## src/rtl/cgra_conf_dispatcher_pkg.sv

```systemverilog
// Shared definitions for the CGRA configuration broadcast path.
// Holds the dispatcher FSM state encoding and the configuration-word field
// layout {valid, id, payload}. The fan-out tree uses the same field helpers,
// so both sides always agree on where the valid bit and id live.
package cgra_conf_dispatcher_pkg;

    // Dispatcher FSM state encoding
    localparam logic [2:0] ST_IDLE   = 3'd0;
    localparam logic [2:0] ST_HEADER = 3'd1;
    localparam logic [2:0] ST_STREAM = 3'd2;
    localparam logic [2:0] ST_DRAIN  = 3'd3;
    localparam logic [2:0] ST_DONE   = 3'd4;

    // Configuration word layout: valid is the MSB, the id sits directly
    // below it, and the payload fills the remaining low bits.
    function automatic int conf_valid_bit(input int data_width);
        return data_width - 1;
    endfunction

    function automatic int conf_id_msb(input int data_width);
        return data_width - 2;
    endfunction

    function automatic int conf_id_lsb(input int data_width, input int id_width);
        return data_width - 1 - id_width;
    endfunction

    function automatic int conf_payload_width(input int data_width, input int id_width);
        return data_width - 1 - id_width;
    endfunction

endpackage

```

## src/rtl/cgra_conf_dispatcher.sv

```systemverilog
// Configuration dispatcher feeding the CGRA broadcast fan-out tree.
// Takes a header (word count N in the low CNT_WIDTH bits) followed by N
// configuration words over valid/ready, emits one tagged word per accepted
// input onto conf_out one cycle later, and pulses done when the last word
// has travelled TREE_LATENCY register stages through the tree.
//
// Ports:
//   clk       rising-edge clock
//   rst       synchronous active-high reset (aborts any transfer)
//   start     begin a transfer; only looked at while idle
//   in_data   header or configuration word
//   in_valid  in_data valid
//   in_ready  dispatcher accepts in_data this cycle (state-decoded)
//   conf_out  {valid, id, payload} to the fan-out tree; zero on bubbles
//   busy      high whenever a transfer is in progress
//   done      single-cycle pulse once the last word has left the tree
module cgra_conf_dispatcher
    import cgra_conf_dispatcher_pkg::*;
#(
    parameter int DATA_WIDTH   = 32,
    parameter int ID_WIDTH     = 8,
    parameter int CNT_WIDTH    = 16,
    parameter int TREE_LATENCY = 6
) (
    input  logic                  clk,
    input  logic                  rst,
    input  logic                  start,
    input  logic [DATA_WIDTH-1:0] in_data,
    input  logic                  in_valid,
    output logic                  in_ready,
    output logic [DATA_WIDTH-1:0] conf_out,
    output logic                  busy,
    output logic                  done
);

    localparam int VALID_BIT = conf_valid_bit(DATA_WIDTH);
    localparam int ID_MSB    = conf_id_msb(DATA_WIDTH);
    localparam int ID_LSB    = conf_id_lsb(DATA_WIDTH, ID_WIDTH);
    localparam int PAYLOAD_W = conf_payload_width(DATA_WIDTH, ID_WIDTH);

    // The drain counter counts down to zero, so it is loaded with L-1 to
    // spend exactly TREE_LATENCY cycles in DRAIN.
    localparam logic [7:0] DRAIN_LOAD = (TREE_LATENCY > 0) ? 8'(TREE_LATENCY - 1) : 8'd0;
    // With a zero-latency tree there is nothing to wait for.
    localparam logic [2:0] FINISH_STATE = (TREE_LATENCY == 0) ? ST_DONE : ST_DRAIN;

    logic [2:0]            state;
    logic [CNT_WIDTH-1:0]  remaining;
    logic [7:0]            drain_cnt;
    logic [DATA_WIDTH-1:0] conf_q;
    logic [DATA_WIDTH-1:0] conf_next;
    logic                  accept;
    logic                  unused_valid_in;

    // The incoming MSB position is overwritten with our own valid flag.
    assign unused_valid_in = in_data[VALID_BIT];

    assign in_ready = (state == ST_HEADER) || (state == ST_STREAM);
    assign accept   = in_valid && in_ready;
    assign busy     = (state != ST_IDLE);
    assign done     = (state == ST_DONE);
    assign conf_out = conf_q;

    always_comb begin
        conf_next                 = '0;
        conf_next[VALID_BIT]      = 1'b1;
        conf_next[ID_MSB:ID_LSB]  = in_data[ID_MSB:ID_LSB];
        conf_next[PAYLOAD_W-1:0]  = in_data[PAYLOAD_W-1:0];
    end

    always_ff @(posedge clk) begin
        if (rst) begin
            state     <= ST_IDLE;
            remaining <= '0;
            drain_cnt <= '0;
            conf_q    <= '0;
        end else begin
            // Bubble unless a stream word is accepted this cycle.
            conf_q <= '0;
            case (state)
                ST_IDLE: begin
                    if (start) begin
                        state <= ST_HEADER;
                    end
                end
                ST_HEADER: begin
                    if (accept) begin
                        remaining <= in_data[CNT_WIDTH-1:0];
                        if (in_data[CNT_WIDTH-1:0] == '0) begin
                            state     <= FINISH_STATE;
                            drain_cnt <= DRAIN_LOAD;
                        end else begin
                            state <= ST_STREAM;
                        end
                    end
                end
                ST_STREAM: begin
                    if (accept) begin
                        conf_q    <= conf_next;
                        remaining <= remaining - 1'b1;
                        if (remaining == CNT_WIDTH'(1)) begin
                            state     <= FINISH_STATE;
                            drain_cnt <= DRAIN_LOAD;
                        end
                    end
                end
                ST_DRAIN: begin
                    if (drain_cnt == 8'd0) begin
                        state <= ST_DONE;
                    end else begin
                        drain_cnt <= drain_cnt - 1'b1;
                    end
                end
                ST_DONE: begin
                    state <= ST_IDLE;
                end
                default: begin
                    state <= ST_IDLE;
                end
            endcase
        end
    end

endmodule
```

## config.mk

```make
export PLATFORM = sky130hd
export DESIGN_NAME = cgra_conf_dispatcher
export DESIGN_NICKNAME = d
export VERILOG_FILES = /design/src/rtl/cgra_conf_dispatcher_pkg.sv /design/src/rtl/cgra_conf_dispatcher.sv
export SDC_FILE = /design/constraint.sdc
export NUM_CORES = 1
export LEC_CHECK = 0
export ABC_AREA = 1
export CORE_AREA = 3 3 80 82
export CTS_CLUSTER_SIZE = 28
export DETAILED_ROUTE_END_ITERATION = 16
export DIE_AREA = 0 0 83 85
export GPL_ROUTABILITY_DRIVEN = 1
export PLACE_DENSITY = 0.88
export SLEW_MARGIN = 20
export SYNTH_ARGS = -nofsm -noshare
export SYNTH_HDL_FRONTEND = slang
export SYNTH_SLANG_ARGS = --single-unit
```

## constraint.sdc

```tcl
create_clock -name clk -period 1.9 [get_ports clk]
set_clock_uncertainty 0.05 [all_clocks]
set_input_delay 0.38 -clock clk [delete_from_list [all_inputs] [get_ports clk]]
set_output_delay 0.38 -clock clk [all_outputs]
set_load 0.03 [all_outputs]
```

==> impl_metrics.env <==
export IMPL_yosysWarnings=0
export IMPL_ant_nets=0
export IMPL_drtIter0Drc=261
export IMPL_p_sw_share_pct=44.0
export IMPL_p_leak_nw=1.79
export IMPL_postCtsSetupRepairBufs=0
export IMPL_portBuffers=69
export IMPL_clock_power_share_pct=22.7
export IMPL_dp_hpwl_um=5750
export IMPL_rsz0062_at_grt="no"
export IMPL_outcome="finished clean"
export IMPL_drc=0
export IMPL_wl_per_cell_um=12.9
export IMPL_p_per_area_mw_per_mm2=1430
export IMPL_clk_latency_ns=0.35
export IMPL_synth_area_leaders="dfxtp_1 (42%), nand2_1 (13%), nor2_1 (12%), inv_1 (8.2%), a21oi_1 (4.5%)"
export IMPL_grtUsageMet3_pct=7.18
export IMPL_grt_pass1_vias=2994
export IMPL_ios=71
export IMPL_avgSynthCellArea_um2=6.66
export IMPL_grt_busiest_layer="met2"
export IMPL_rows=28
export IMPL_worstSetupStartpointType="flip-flop"
export IMPL_min_period_over_period_pct=98.2
export IMPL_use_met2_pct=40.7
export IMPL_asyncSetResetFlopFracSynth_pct=0
export IMPL_fmax_mhz=536
export IMPL_slew_violations=0
export IMPL_synth_cell_types=31
export IMPL_critical_path_required_ns=1.47
export IMPL_cts_tree="done"
export IMPL_clockBufferDepth=2
export IMPL_ys_seq_area_share_pct=42.0
export IMPL_die_y_um=85
export IMPL_maxSlewHeadroom_pct=72.6
export IMPL_layout_setup_ws_ns=0.0349
export IMPL_via_count=2917
export IMPL_p_switching_w=0.00242
export IMPL_use_met1_pct=23.3
export IMPL_antenna_found_initial=0
export IMPL_ctsResizeCount=2
export IMPL_crit_arrival_ns=1.44
export IMPL_cts_buffers=9
export IMPL_wl_um=7550
export IMPL_critPathKind="reg -> out"
export IMPL_place_ws_ns=-0.119
export IMPL_tightest_slew_ns=0.408
export IMPL_grt_pass1_wl_um=12900
export IMPL_clock_sinks=59
export IMPL_hold_viol=0
export IMPL_cts_root_buf="clkbuf_8"
export IMPL_hold_path_class="reg -> reg"
export IMPL_synth_common_cells="nand2_1 (99), nor2_1 (90), inv_1 (61)"
export IMPL_synth_most_common_cell="nand2_1"
export IMPL_period_minus_slack_ns=1.87
export IMPL_initial_core_util_pct=48.3
export IMPL_yosysTopAreaCellShare_pct=42.0
export IMPL_drv_cap=0
export IMPL_diodes=0
export IMPL_p_seq_share_pct=28.5
export IMPL_finalSetupViolCount=0
export IMPL_peakVddDrop_v=0.000801
export IMPL_syn_cell_area_mm2=0.00281
export IMPL_die_w_um=83
export IMPL_syn_nets=462
export IMPL_path_max_fanout=3
export IMPL_drive_gt1_share_pct=9.80
export IMPL_first_pass_iters=6
export IMPL_gp_congestion=0.901
export IMPL_dp_cells=569
export IMPL_end_kind="output pin"
export IMPL_synth_edf_count=0
export IMPL_ctsHoldBuffers=0
export IMPL_coreArea_mm2=0.00582
export IMPL_power_frac_comb_pct=48.8
export IMPL_synthCells=422
export IMPL_grt_max_degree=32
export IMPL_track_usage_pct=22.5
export IMPL_instances_no_fill=585
export IMPL_nNetsFinal=545
export IMPL_clkTransAtPathRegs_ns=0.07
export IMPL_cellInternalPower_w=0.00309
export IMPL_cts_htree_levels=3
export IMPL_synth_top_area_cell="dfxtp_1"
export IMPL_fp_dieArea_mm2=0.00706
export IMPL_ys_flop_type="dfxtp_1"
export IMPL_synth_seq_cells=59
export IMPL_area_delta_synth_final_pct=37.5
export IMPL_gr_total_overflow=0
export IMPL_via_per_inst=4.99
-- cell usage in the layout (no fill, tap or decap), types with 3 or more instances in the layout --
cell,n
inv_1,61
nand3_1,14
dfxtp_1,59
buf_4,14
o21ai_1,3
nand4_1,3
o21ai_0,17
nand2_2,4
ha_1,4
clkdlybuf4s50_1,66
nand2_1,99
inv_2,4
a21oi_1,25
clkbuf_8,9
nor2_1,89
nor3_1,7
nand2_4,3
-- registers in the layout, summed over array words and instances (netlist names) --
register,count
remaining,16
drain_cnt,8
state,3
conf_out,32
-- per-layer routing --
metal	routed length, um	share of wire, %	vias to the layer above
li1	-	-	1454
met1	2930	39	1317
met2	3750	50	124
met3	672	8.9	22
met4	195	2.6	0
met5	0	0	-
-- cell families after synthesis --
kind of cell | synth area share (%)
buffers and inverters | 11.3
adders and majority gates | 1.78
AOI/OAI and AO/OA | 9.93
DFF | 42.0
xor gates and xnor gates | 0.936
and+or+nand+nor | 34.0
-- through the flow --
stage | instance area [um^2] | TNS, ns | hold slack [ns] | power [W] | util (%)
after floorplan | 2810 | 0 | 0.389 | 0.00354 | -
after global placement | 3650 | -0.353 | 0.402 | 0.00411 | 62.7
after detailed placement | 3650 | -0.834 | 0.401 | 0.00423 | 62.7
after CTS | 3850 | 0 | 0.416 | 0.00545 | 66.3
after global routing | 3860 | 0 | 0.443 | 0.00588 | 66.4
final | 3860 | 0 | 0.419 | 0.00551 | 66.4
-- power groups by stage --
stage | sequential (W) | combinational [W] | clock [W]
final | 0.00157 | 0.00269 | 0.00125
after global routing | 0.00159 | 0.00300 | 0.00130
after floorplan | 0.00162 | 0.00192 | 0
after global placement | 0.00158 | 0.00254 | 0
after detailed placement | 0.00158 | 0.00264 | 0
after CTS | 0.00156 | 0.00264 | 0.00125
-- worst max-delay path: stages, from the launching register on --
cell,delay (ns)
dfxtp_1,0.42
inv_1,0.10
nor3_1,0.16
dlygate4sd2_1,0.42
-- final timing paths --
| kind | endpoint | start | cells past startpoint | slack (ns) |
|---|---|---|---|---|
| max | done | state[2] | 3 | 0.03 |
| min | remaining[13] | remaining[13] | 2 | 0.42 |
| max reg2reg | remaining[10] | state[0] | 8 | 0.16 |
| min reg2reg | remaining[13] | remaining[13] | 2 | 0.42 |
-- final cells by class --
cell class	count	area [um^2]
Clock buffer	11	131
Clock inverter	5	77.6
Fill cell	483	1950
Inverter	67	256
Multi-Input combinational cell	285	1320
Sequential cell	59	1180
Tap cell	75	93.8
Timing Repair Buffer	83	803
Note: power is estimated with default switching activity, not from simulation.
